$ cat src/rtl/irq_scheduler_if.sv
// CPU-side bus and interrupt handshake between the CPU and irq_scheduler.
// master = CPU/bus side, slave = the scheduler peripheral.
interface irq_scheduler_if;
    logic        sel;
    logic [1:0]  addr;
    logic        we;
    logic [15:0] wdata;
    logic [15:0] rdata;
    logic        int_o;
    logic        intack;
    logic [2:0]  intv;

    modport master (
        output sel, addr, we, wdata, intack,
        input  rdata, int_o, intv
    );

    modport slave (
        input  sel, addr, we, wdata, intack,
        output rdata, int_o, intv
    );
endinterface

$ cat src/rtl/irq_scheduler.sv
// Sequential priority interrupt scheduler: synchronised edge capture, masking,
// fixed-priority nesting (IRQ0 highest), INT/INTACK handshake, 4-word register file.
module irq_scheduler #(
    parameter int NUM_IRQ     = 8,
    parameter int SYNC_STAGES = 2
) (
    input  logic               clk,
    input  logic               rst_n,
    input  logic [NUM_IRQ-1:0] irq_i,
    irq_scheduler_if.slave     bus_if
);

    localparam logic [1:0] REG_PENDING = 2'd0;
    localparam logic [1:0] REG_MASK    = 2'd1;
    localparam logic [1:0] REG_INSERV  = 2'd2;
    localparam logic [1:0] REG_EOI     = 2'd3;

    logic [NUM_IRQ-1:0] sync_q [SYNC_STAGES];
    logic [NUM_IRQ-1:0] prev_q;
    logic [NUM_IRQ-1:0] pending_q, pending_d;
    logic [NUM_IRQ-1:0] mask_q, mask_d;
    logic [NUM_IRQ-1:0] isr_q, isr_d;
    logic               int_q, int_d;
    logic [2:0]         intv_q, intv_d;

    logic [NUM_IRQ-1:0] rise;
    logic [NUM_IRQ-1:0] eligible;
    logic [NUM_IRQ-1:0] cand_oh;
    logic [NUM_IRQ-1:0] w1c_bits;
    logic [3:0]         cand_idx;
    logic [3:0]         ceil_idx;
    logic               cand_vld;
    logic               ack;
    logic               wr_pend, wr_mask, wr_eoi;
    logic               unused_wdata;

    // Index of the lowest set bit; NUM_IRQ when the vector is empty.
    function automatic logic [3:0] lowest_idx(input logic [NUM_IRQ-1:0] v);
        logic [3:0] idx;
        idx = 4'(NUM_IRQ);
        for (int i = NUM_IRQ - 1; i >= 0; i--) begin
            if (v[i]) idx = 4'(i);
        end
        return idx;
    endfunction

    function automatic logic [NUM_IRQ-1:0] lowest_oh(input logic [NUM_IRQ-1:0] v);
        return v & (~v + NUM_IRQ'(1));
    endfunction

    // Input synchroniser chain followed by the previous-value flop for edge detect.
    always_ff @(posedge clk or negedge rst_n) begin
        if (!rst_n) begin
            for (int s = 0; s < SYNC_STAGES; s++) sync_q[s] <= '0;
            prev_q <= '0;
        end else begin
            sync_q[0] <= irq_i;
            for (int s = 1; s < SYNC_STAGES; s++) sync_q[s] <= sync_q[s-1];
            prev_q <= sync_q[SYNC_STAGES-1];
        end
    end

    assign rise     = sync_q[SYNC_STAGES-1] & ~prev_q;
    assign eligible = pending_q & ~mask_q;
    assign cand_vld = |eligible;
    assign cand_idx = lowest_idx(eligible);
    assign cand_oh  = lowest_oh(eligible);
    assign ceil_idx = lowest_idx(isr_q);

    // An acknowledge with nothing left to grant (e.g. just cleared) is dropped.
    assign ack = bus_if.intack & int_q & cand_vld;

    assign wr_pend  = bus_if.sel & bus_if.we & (bus_if.addr == REG_PENDING);
    assign wr_mask  = bus_if.sel & bus_if.we & (bus_if.addr == REG_MASK);
    assign wr_eoi   = bus_if.sel & bus_if.we & (bus_if.addr == REG_EOI);
    assign w1c_bits = wr_pend ? bus_if.wdata[NUM_IRQ-1:0] : '0;

    assign unused_wdata = &{1'b0, bus_if.wdata[15:NUM_IRQ]};

    always_comb begin
        // Fresh edges are OR-ed last so neither W1C nor acknowledge can swallow them.
        pending_d = (pending_q & ~w1c_bits & ~(ack ? cand_oh : '0)) | rise;
        mask_d    = wr_mask ? bus_if.wdata[NUM_IRQ-1:0] : mask_q;
        // EOI clears before the acknowledge sets, so both land in one cycle.
        isr_d     = (isr_q & ~(wr_eoi ? lowest_oh(isr_q) : '0)) | (ack ? cand_oh : '0);
        int_d     = !ack && cand_vld && (cand_idx < ceil_idx);
        intv_d    = ack ? cand_idx[2:0] : intv_q;
    end

    always_ff @(posedge clk or negedge rst_n) begin
        if (!rst_n) begin
            pending_q <= '0;
            mask_q    <= '1;
            isr_q     <= '0;
            int_q     <= 1'b0;
            intv_q    <= 3'd0;
        end else begin
            pending_q <= pending_d;
            mask_q    <= mask_d;
            isr_q     <= isr_d;
            int_q     <= int_d;
            intv_q    <= intv_d;
        end
    end

    always_comb begin
        bus_if.rdata = 16'd0;
        if (bus_if.sel) begin
            case (bus_if.addr)
                REG_PENDING: bus_if.rdata = 16'(pending_q);
                REG_MASK:    bus_if.rdata = 16'(mask_q);
                REG_INSERV:  bus_if.rdata = 16'(isr_q);
                default:     bus_if.rdata = {13'd0, intv_q};
            endcase
        end
    end

    assign bus_if.int_o = int_q;
    assign bus_if.intv  = intv_q;

endmodule

$ cat src/flat_wrapper.sv
// flat-port wrapper written by rule: the top's interface ports become plain ports
module irq_scheduler_flat 
#(
    parameter int NUM_IRQ     = 8,
    parameter int SYNC_STAGES = 2
)
  (clk, rst_n, irq_i, bus_if_sel, bus_if_addr, bus_if_we, bus_if_wdata, bus_if_intack, bus_if_rdata, bus_if_int_o, bus_if_intv);
  irq_scheduler_if bus_if_i ();
  input  logic clk;
  input  logic rst_n;
  input  logic [NUM_IRQ-1:0] irq_i;
  input wire logic [$bits(bus_if_i.sel)-1:0] bus_if_sel;
  input wire logic [$bits(bus_if_i.addr)-1:0] bus_if_addr;
  input wire logic [$bits(bus_if_i.we)-1:0] bus_if_we;
  input wire logic [$bits(bus_if_i.wdata)-1:0] bus_if_wdata;
  input wire logic [$bits(bus_if_i.intack)-1:0] bus_if_intack;
  output wire logic [$bits(bus_if_i.rdata)-1:0] bus_if_rdata;
  output wire logic [$bits(bus_if_i.int_o)-1:0] bus_if_int_o;
  output wire logic [$bits(bus_if_i.intv)-1:0] bus_if_intv;
  assign bus_if_i.sel = bus_if_sel;
  assign bus_if_i.addr = bus_if_addr;
  assign bus_if_i.we = bus_if_we;
  assign bus_if_i.wdata = bus_if_wdata;
  assign bus_if_i.intack = bus_if_intack;
  assign bus_if_rdata = bus_if_i.rdata;
  assign bus_if_int_o = bus_if_i.int_o;
  assign bus_if_intv = bus_if_i.intv;
  irq_scheduler #(.NUM_IRQ(NUM_IRQ), .SYNC_STAGES(SYNC_STAGES)) u_core (.clk(clk), .rst_n(rst_n), .irq_i(irq_i), .bus_if(bus_if_i));
endmodule
$ cat config.mk
export PLATFORM = sky130hd
export DESIGN_NAME = irq_scheduler_flat
export DESIGN_NICKNAME = d
export VERILOG_FILES = /design/src/rtl/irq_scheduler_if.sv /design/src/rtl/irq_scheduler.sv /design/src/flat_wrapper.sv
export SDC_FILE = /design/constraint.sdc
export NUM_CORES = 1
export LEC_CHECK = 0
export CORE_UTILIZATION = 55
export DETAILED_ROUTE_END_ITERATION = 16
export GPL_ROUTABILITY_DRIVEN = 0
export MAX_ROUTING_LAYER = met4
export PLACE_DENSITY = 0.86
export SYNTH_ARGS = -nofsm -noshare
export SYNTH_HDL_FRONTEND = slang
export SYNTH_SLANG_ARGS = --single-unit
$ cat constraint.sdc
create_clock -name clk -period 2.8 [get_ports clk]
set_input_delay 0.84 -clock clk [delete_from_list [all_inputs] [get_ports clk]]
set_output_delay 0.84 -clock clk [all_outputs]
set_load 0.1 [all_outputs]
# Word-level counts from Yosys, hierarchy flattened

Index checks and enable logic that the tools add are counted.

Bits of input ports: 31
Logic and storage cells: 62
Register bits after elaboration: 52
Output and inout port bits: 20

Reductions and logical operators: 5
Add/sub/neg operators: 2
Equality and inequality tests: 3
Mux-type cells: 21
Bitwise logic cells: 22
Order comparisons: 1

Operator list:

| cell                                                | count |
|---|---|
| two-way mux 4 bit                                   | 16 |
| AND 8 bit                                           | 7 |
| inverter 8 bit                                      | 7 |
| two-way mux 8 bit                                   | 3 |
| case mux 8 bit (3 select lines)                     | 1 |
| adder 8 x 1 -> 8 bit, second input constant         | 2 |
| two-way mux 16 bit                                  | 1 |
| bitwise OR 8 bit                                    | 2 |
| OR reduction 8 bit                                  | 1 |
| AND 1 bit                                           | 6 |
| equality test 2 bit, second input constant          | 2 |
| < comparator 4 bit                                  | 1 |
| equality test 2 x 1 -> 1 bit, second input constant | 1 |
| logical AND 1 bit                                   | 2 |
| logical NOT 2 bit                                   | 1 |
| logical NOT 1 bit                                   | 1 |

# Depth between registers and ports, before layout

Gate-level depths: netlist (run 1).

Depth in word-level cells: 12
Gate-level depth with buffers: 8
Gate-level depth less buffers: 8

# Least setup slack after synthesis (run 1)

Ideal clock, no wire load.

Path kind: input to output
Start point: in bus_if_addr[0]
End point: out bus_if_rdata[4]
Arrival: 2.111 ns
Data required time: 1.960 ns
Buffers on the path: 1
Setup slack: -0.151 ns
Cell stages on the path: 5
Cells stage by stage: buf_6 -> and2b_1 -> nand2_1 -> o21ai_0 -> and2_1

Cells in the longest elaborated chain, start to end: 3
Elaborated cells between the ends (all ways): 5
Those cells by class: eq/ne (2); mux (2); reduce/logical (1)

RTL lines:

| what                                              | RTL line             | text |
|---|---|---|
| from (decl)                                       | flat_wrapper.sv:13   | `input wire logic [$bits(bus_if_i.addr)-1:0] bus_if_addr;` |
| equality test 2 bit, or another cell as far along | irq_scheduler.sv:109 | `case (bus_if.addr)` |
| case mux 8 bit (3 select lines) (*)               | irq_scheduler.sv:109 |  |
| two-way mux 16 bit (*)                            | irq_scheduler.sv:108 | `if (bus_if.sel) begin` |
| to (decl)                                         | flat_wrapper.sv:17   | `output wire logic [$bits(bus_if_i.rdata)-1:0] bus_if_rdata;` |

Every way passes the cells marked *; elsewhere a longest branch is shown, timed or not.

# Final worst setup path (run 1)

Start point: in bus_if_sel
End point: out bus_if_rdata[5]

Cells in the longest elaborated chain, start to end: 1

RTL lines:

| what               | RTL line             | text |
|---|---|---|
| from (decl)        | flat_wrapper.sv:12   | `input wire logic [$bits(bus_if_i.sel)-1:0] bus_if_sel;` |
| two-way mux 16 bit | irq_scheduler.sv:108 |  |

No other way between the ends.

==> flow_summary.ini, run 1 <==
[run_status]
status = completed

[detailed_routing]
drc = 0
drt_iter0_drc = 170
postRouteWirelength_um = 4860
postRouteAntennaNets = 0
firstDrtPassIters = 4
via_per_inst = 5.68
vias = 1773
wl_per_cell_um = 15.6

[finish]
area_delta_synth_final_pct = 22.1
layout_common_cells = dfrtp_1, nand2_1, clkdlybuf4s50_1, o21ai_0, buf_4
fillers = 309
n_antenna_cell = 0
nets = 293
drive_above_1_share_pct = 32.3
stdcell_area_mm2 = 0.00312
mostFrequentLayoutCell = dfrtp_1

[flow_run]
cap_violations = 0

[setup_path]
cp.arrival_ns = 1.90
critPathCaptureType = output pin
r2r_cells = 7
timing.critical_path.to = bus_if_rdata[5]
path_delay_family = buffers and inverters
start_kind = input port
worstPathBufferInverterCount = 2
critical_path.max_stage_delay_ns = 0.64
crit_chain = clkdlybuf4s50_1, and2_2, buf_12
cp_max_fo = 9
cpMaxStageDelayCell = clkdlybuf4s50_1
startpoint = bus_if_sel
reg2reg_slack_ns = 0.83
critical_path_class = input port to output pin
crit_required_ns = 1.96
worstReg2RegStart = u_core.mask_q[4]$_DFFE_PN1P_
cp.depth = 3
r2r-end = u_core.bus_if.int_o$_DFF_PN0_

[timing]
clock_skew_ns = 0.00893
tightestPinTransition_ns = 0.661
setup_slack_ns = 0.0620
fin_crit_ns = 2.74
drv_slew = 0
finalHoldViolCount = 0
setup_tns_ns = 0
fmaxAchievable_mhz = 365
rsz0062_at_grt = false
slew_headroom_pct = 55.9
fin_crit_sh_pct = 97.8
holdWs_ns = 0.354
setup_viol = 0

[synthesis]
synth_edf_count = 0
ys_async_sr_fraction_pct = 100
synth_mux_area_share_pct = 8.72
synth_area_mm2 = 0.00255
synth_adder_area_share_pct = 1.47
syn_avg_cell_area_um2 = 11.9
ys_seq_area_share_pct = 51.3
synth_top_family_by_area = simple AND/OR/NAND/NOR gates
netlist-cell-type-count = 54
yosys_warnings = 0
synth_compound_area_share_pct = 11.5
ys.flop_type = dfrtp_1
synth_seq_cells = 52
syn_inst = 215
synthSimpleGateAreaFrac_pct = 22.0
synth-xor-area-share_pct = 0

[clock_network]
cts_buffers = 5
cts.sinks = 52
max-clock-path-buffers = 2
clk_pin_slew_ns = 0.08
cts-root-buf = clkbuf_8
clkLatencyLatePin_ns = 0.31
htreeDepth = 2
cts_tree = built
holdBufCountCts = 0

[floorplan]
num_rows = 24
die_w_um = 70.1
die-area_mm2 = 0.00492
core-area_mm2 = 0.00441
die_h_um = 70.1
io_pins = 51
initial_core_util_pct = 57.9

[power_and_ir_drop]
p_per_area_mw_per_mm2 = 850
cellLeakagePower_nw = 1.36
ir_drop_uv = 539
power_mw = 2.65

[grt]
grt_pass1_wl_um = 8320
grt_usage_pct = 23.3
grt_start_max_net_pins = 32
grt-ovfl-total = 0
grt_pass1_vias = 1697
antenna_found_initial = 0

[placement]
hpwl_um = 3630
placed_area_mm2 = 0.00304
portBuffers = 34
pre_cts_ws_ns = -0.490

[hold_path]
worstHoldStart = u_core.sync_q[13]$_DFF_PN0_
hold_class = flop to flop
[final cells by class]
| type | count | area, um^2 | share of cell area (%) |
|---|---|---|---|
| flip-flops and latches | 52 | 1310 | 42.1 |
| inverters | 10 | 37.5 | 1.20 |
| multi-input cells | 148 | 1160 | 37.1 |
| repair buffers | 42 | 458 | 14.7 |
| well taps | 52 | 65.1 | 2.09 |
| clock inverters | 2 | 16.3 | 0.522 |
| clock buffers | 6 | 72.6 | 2.33 |
[metrics by stage]
step	std cells	utilization, %
6_report	312	70.6
5_1_grt	312	70.6
3_3_place_gp	304	68.8
3_5_place_dp	304	68.8
4_1_cts	312	70.7
2_1_floorplan	222	-
[cell families after synthesis]
family | after synthesis
multiplexers | 17
AND/OR/NAND/NOR | 82
buffers and inverters | 22
AO/OA/AOI/OAI | 38
adder cells (fa/ha/maj) | 3
flip-flops | 52
other | 1
[synth_stat cells (2+ instances only)]
cell	instances	area share [%]
and2_1	9	2.2
mux2i_1	5	2.0
dfstp_2	8	8.2
nor2b_1	2	0.49
o211ai_1	2	0.59
inv_1	10	1.5
buf_2	2	0.39
nor2_1	5	0.74
nand2b_1	5	1.2
nor3_4	2	1.3
nand2b_4	3	1.6
and2b_4	2	0.78
nand2b_2	3	1.0
ha_1	3	1.5
nand4_1	2	0.49
and2b_1	2	0.59
mux2_2	8	3.5
nand4_4	2	1.7
a21oi_1	2	0.39
nor2b_4	2	1.1
o31ai_1	4	1.2
nand2_1	32	4.7
nand3_1	3	0.59
dfrtp_1	44	43
o21ai_0	16	3.1
mux4_2	2	1.8
buf_4	8	2.4
[report_power, final]
part | total (mW) | switching, mW | leakage [nW] | internal (mW)
logic | 1.14 | 0.709 | 0.730 | 0.427
clock network | 0.423 | 0.245 | 0.0414 | 0.178
registers | 1.09 | 0.185 | 0.593 | 0.908
total | 2.65 | 1.14 | 1.36 | 1.51
[metal layers]
| metal | vias up | track usage (%) | wire (um) |
|---|---|---|---|
| met5 | - | - | 0 |
| met4 | 0 | 11.6 | 138 |
| met3 | 11 | 6.35 | 223 |
| met2 | 46 | 34.7 | 2410 |
| met1 | 888 | 29.5 | 2090 |
| li1 | 828 | - | - |
[flip-flops by register name (all words and copies together) (netlist names)]
register / flops
u_core.bus_if.int_o: 1
u_core.bus_if.intv: 3
u_core.isr_q: 8
u_core.mask_q: 8
u_core.pending_q: 8
u_core.prev_q: 8
u_core.sync_q: 16
[worst reg2reg max path: cells and delay by family, from the launching register on]
kind | cells | cell delay [ns]
DFF | 1 | 0.56
adders and majority gates | 1 | 0.28
and+or+nand+nor | 3 | 0.43
AOI/OAI and AO/OA | 3 | 0.64
[repair_timing]
item	in CTS	in global routing
gates resized for setup	9	4
setup buffers	0	0
endpoints found under the setup margin	8	3
cloned	0	0
[worst min path at each step]
stage | endpoint | slack (ns) | depth (start not counted)
final | u_core.sync_q[5]$_DFF_PN0_ | 0.35 | 0
after global routing | u_core.sync_q[5]$_DFF_PN0_ | 0.37 | 0
after CTS | u_core.sync_q[5]$_DFF_PN0_ | 0.36 | 0
after detailed placement | u_core.sync_q[5]$_DFF_PN0_ | 0.34 | 0
after global placement | u_core.sync_q[5]$_DFF_PN0_ | 0.33 | 0
after floorplan | u_core.sync_q[0]$_DFF_PN0_ | 0.33 | 0
(Power assumes the default switching activity.)
==> inputs of run 2 (changes only) <==
Settings changed: CORE_UTILIZATION 55 to 51, HOLD_SLACK_MARGIN from default to 0.08, PLACE_DENSITY 0.86 to 0.81.
Clock period 2.8 ns to 2.9 ns, I/O delays scaled along.
==> flow_summary.ini, run 2 (synthesized netlist as in run 1, its figures left out) <==
[run_status]
status = completed

[grt]
grt_start_max_net_pins = 34
grt_pass1_vias = 1695
grt_usage_pct = 21.6
grt-ovfl-total = 0
grt_pass1_wl_um = 8140
antenna_found_initial = 0

[power_and_ir_drop]
internal_power_mw = 1.46
comb_power_share_pct = 42.4
power.switching_mw = 1.11
cellLeakagePower_nw = 1.36
switching_share_pct = 43.1
p_seq_share_pct = 41.1
p_per_area_mw_per_mm2 = 823
ir_drop_uv = 484
clkPwrFrac_pct = 16.5

[setup_path]
cp_max_fo = 6
crit_chain = clkbuf_4, mux4_1, and2_2, buf_12
critical_path_class = input port to output pin
start_kind = input port
path_delay_family = multiplexers
critPathCaptureType = output pin
cpMaxStageDelayCell = mux4_1
crit_required_ns = 2.03
cp.arrival_ns = 2.00
worstPathBufferInverterCount = 2
critical_path.max_stage_delay_ns = 0.57

[clock_network]
holdBufCountCts = 0
clkLatencyLatePin_ns = 0.31
max-clock-path-buffers = 2
htreeDepth = 2
cts_tree = built
cts-root-buf = clkbuf_8
cts_buffers = 5
clk_pin_slew_ns = 0.10
cts.sinks = 52

[timing]
holdWs_ns = 0.355
fin_crit_ns = 2.87
fin_crit_sh_pct = 99.1
setup_viol = 0
rsz0062_at_grt = false
clock_skew_ns = 0.00453
finalHoldViolCount = 0
setup_tns_ns = 0
fmaxAchievable_mhz = 348
drv_slew = 0

[detailed_routing]
firstDrtPassIters = 4
postRouteAntennaNets = 0
vias = 1737
postRouteWirelength_um = 4940
wl_per_cell_um = 15.2
drt_iter0_drc = 149
drc = 0
via_per_inst = 5.33

[placement]
hpwl_um = 3710
placed_area_mm2 = 0.00305
portBuffers = 34

[floorplan]
io_pins = 51
die_h_um = 72.8
initial_core_util_pct = 53.4
core-area_mm2 = 0.00479
die_w_um = 72.8
num_rows = 25
die-area_mm2 = 0.00529

[finish]
largest_reg_flops = 16
n_antenna_cell = 0
area_delta_synth_final_pct = 22.6
mostFrequentLayoutCell = dfrtp_1
drive_above_1_share_pct = 32.0
largest_register = u_core.sync_q
nets = 292
fin_util_pct = 65.4
layout_common_cells = dfrtp_1, nand2_1, clkdlybuf4s50_1, o21ai_0, buf_4
stdcell_area_mm2 = 0.00313

[flow_run]
cap_violations = 0

[hold_path]
hold_class = flop to flop
run 2: changes by cell type in the layout (fill, tap and decap cells not counted), sizes merged:
cell      before  now
clkinv         1    0
clkbuf         6    8
buf           23   20
clkinvlp       1    0
inv           10   12
run 2: per-layer routing:
| metal | GRT usage [%] | up-vias | share of wire, % | wire, um |
|---|---|---|---|---|
| met5 | - | - | 0 | 0 |
| met4 | 8.28 | 0 | 2.3 | 112 |
| met3 | 4.28 | 12 | 3.6 | 176 |
| met2 | 33.6 | 49 | 51 | 2520 |
| met1 | 28.1 | 857 | 43 | 2130 |
| li1 | - | 819 | - | - |
run 2: per-stage QoR:
step / total power [mW] / cells / setup WS [ns]
2_1_floorplan: 1.86 / 222 / 0.145
3_3_place_gp: 2.13 / 318 / -0.468
3_5_place_dp: 2.16 / 318 / -0.500
4_1_cts: 2.58 / 326 / 0.00399
5_1_grt: 2.69 / 326 / 0.0118
6_report: 2.58 / 326 / 0.0261
run 2: repair_timing:
action                     in CTS  in global routing
resized for setup               6                  4
setup endpoints to repair       8                  6
setup buffers                   0                  0
run 2: final cells by class:
type                            count  area, um^2
Fill cell                         358        1660
Sequential cell                    52        1310
Multi-Input combinational cell    148        1160
Timing Repair Buffer               41         450
Tap cell                           67        83.8
Clock buffer                        6        72.6
Inverter                           10        37.5
Clock inverter                      2        17.5
run 2: worst paths after layout:
kind | from | to | slack, ns | cells after the start
worst max-delay path | bus_if_addr[0] | bus_if_rdata[0] | 0.03 | 4
worst min-delay path | u_core.sync_q[8]$_DFF_PN0_ | u_core.sync_q[0]$_DFF_PN0_ | 0.36 | 0
worst max register to register | u_core.mask_q[4]$_DFFE_PN1P_ | u_core.bus_if.int_o$_DFF_PN0_ | 0.97 | 7
worst min register to register | u_core.sync_q[8]$_DFF_PN0_ | u_core.sync_q[0]$_DFF_PN0_ | 0.36 | 0
max in group asynchronous | rst_n | u_core.mask_q[4]$_DFFE_PN1P_ | 1.59 | 2
min in group asynchronous | rst_n | u_core.sync_q[6]$_DFF_PN0_ | 0.50 | 1
run 2: power by group through the flow:
stage	Clock (mW)	Sequential (mW)	Combinational (mW)
detailed placement	0	1.06	1.09
global placement	0	1.06	1.07
CTS	0.434	1.05	1.10
finish	0.425	1.06	1.09
floorplan	0	1.19	0.670
global route	0.460	1.08	1.16
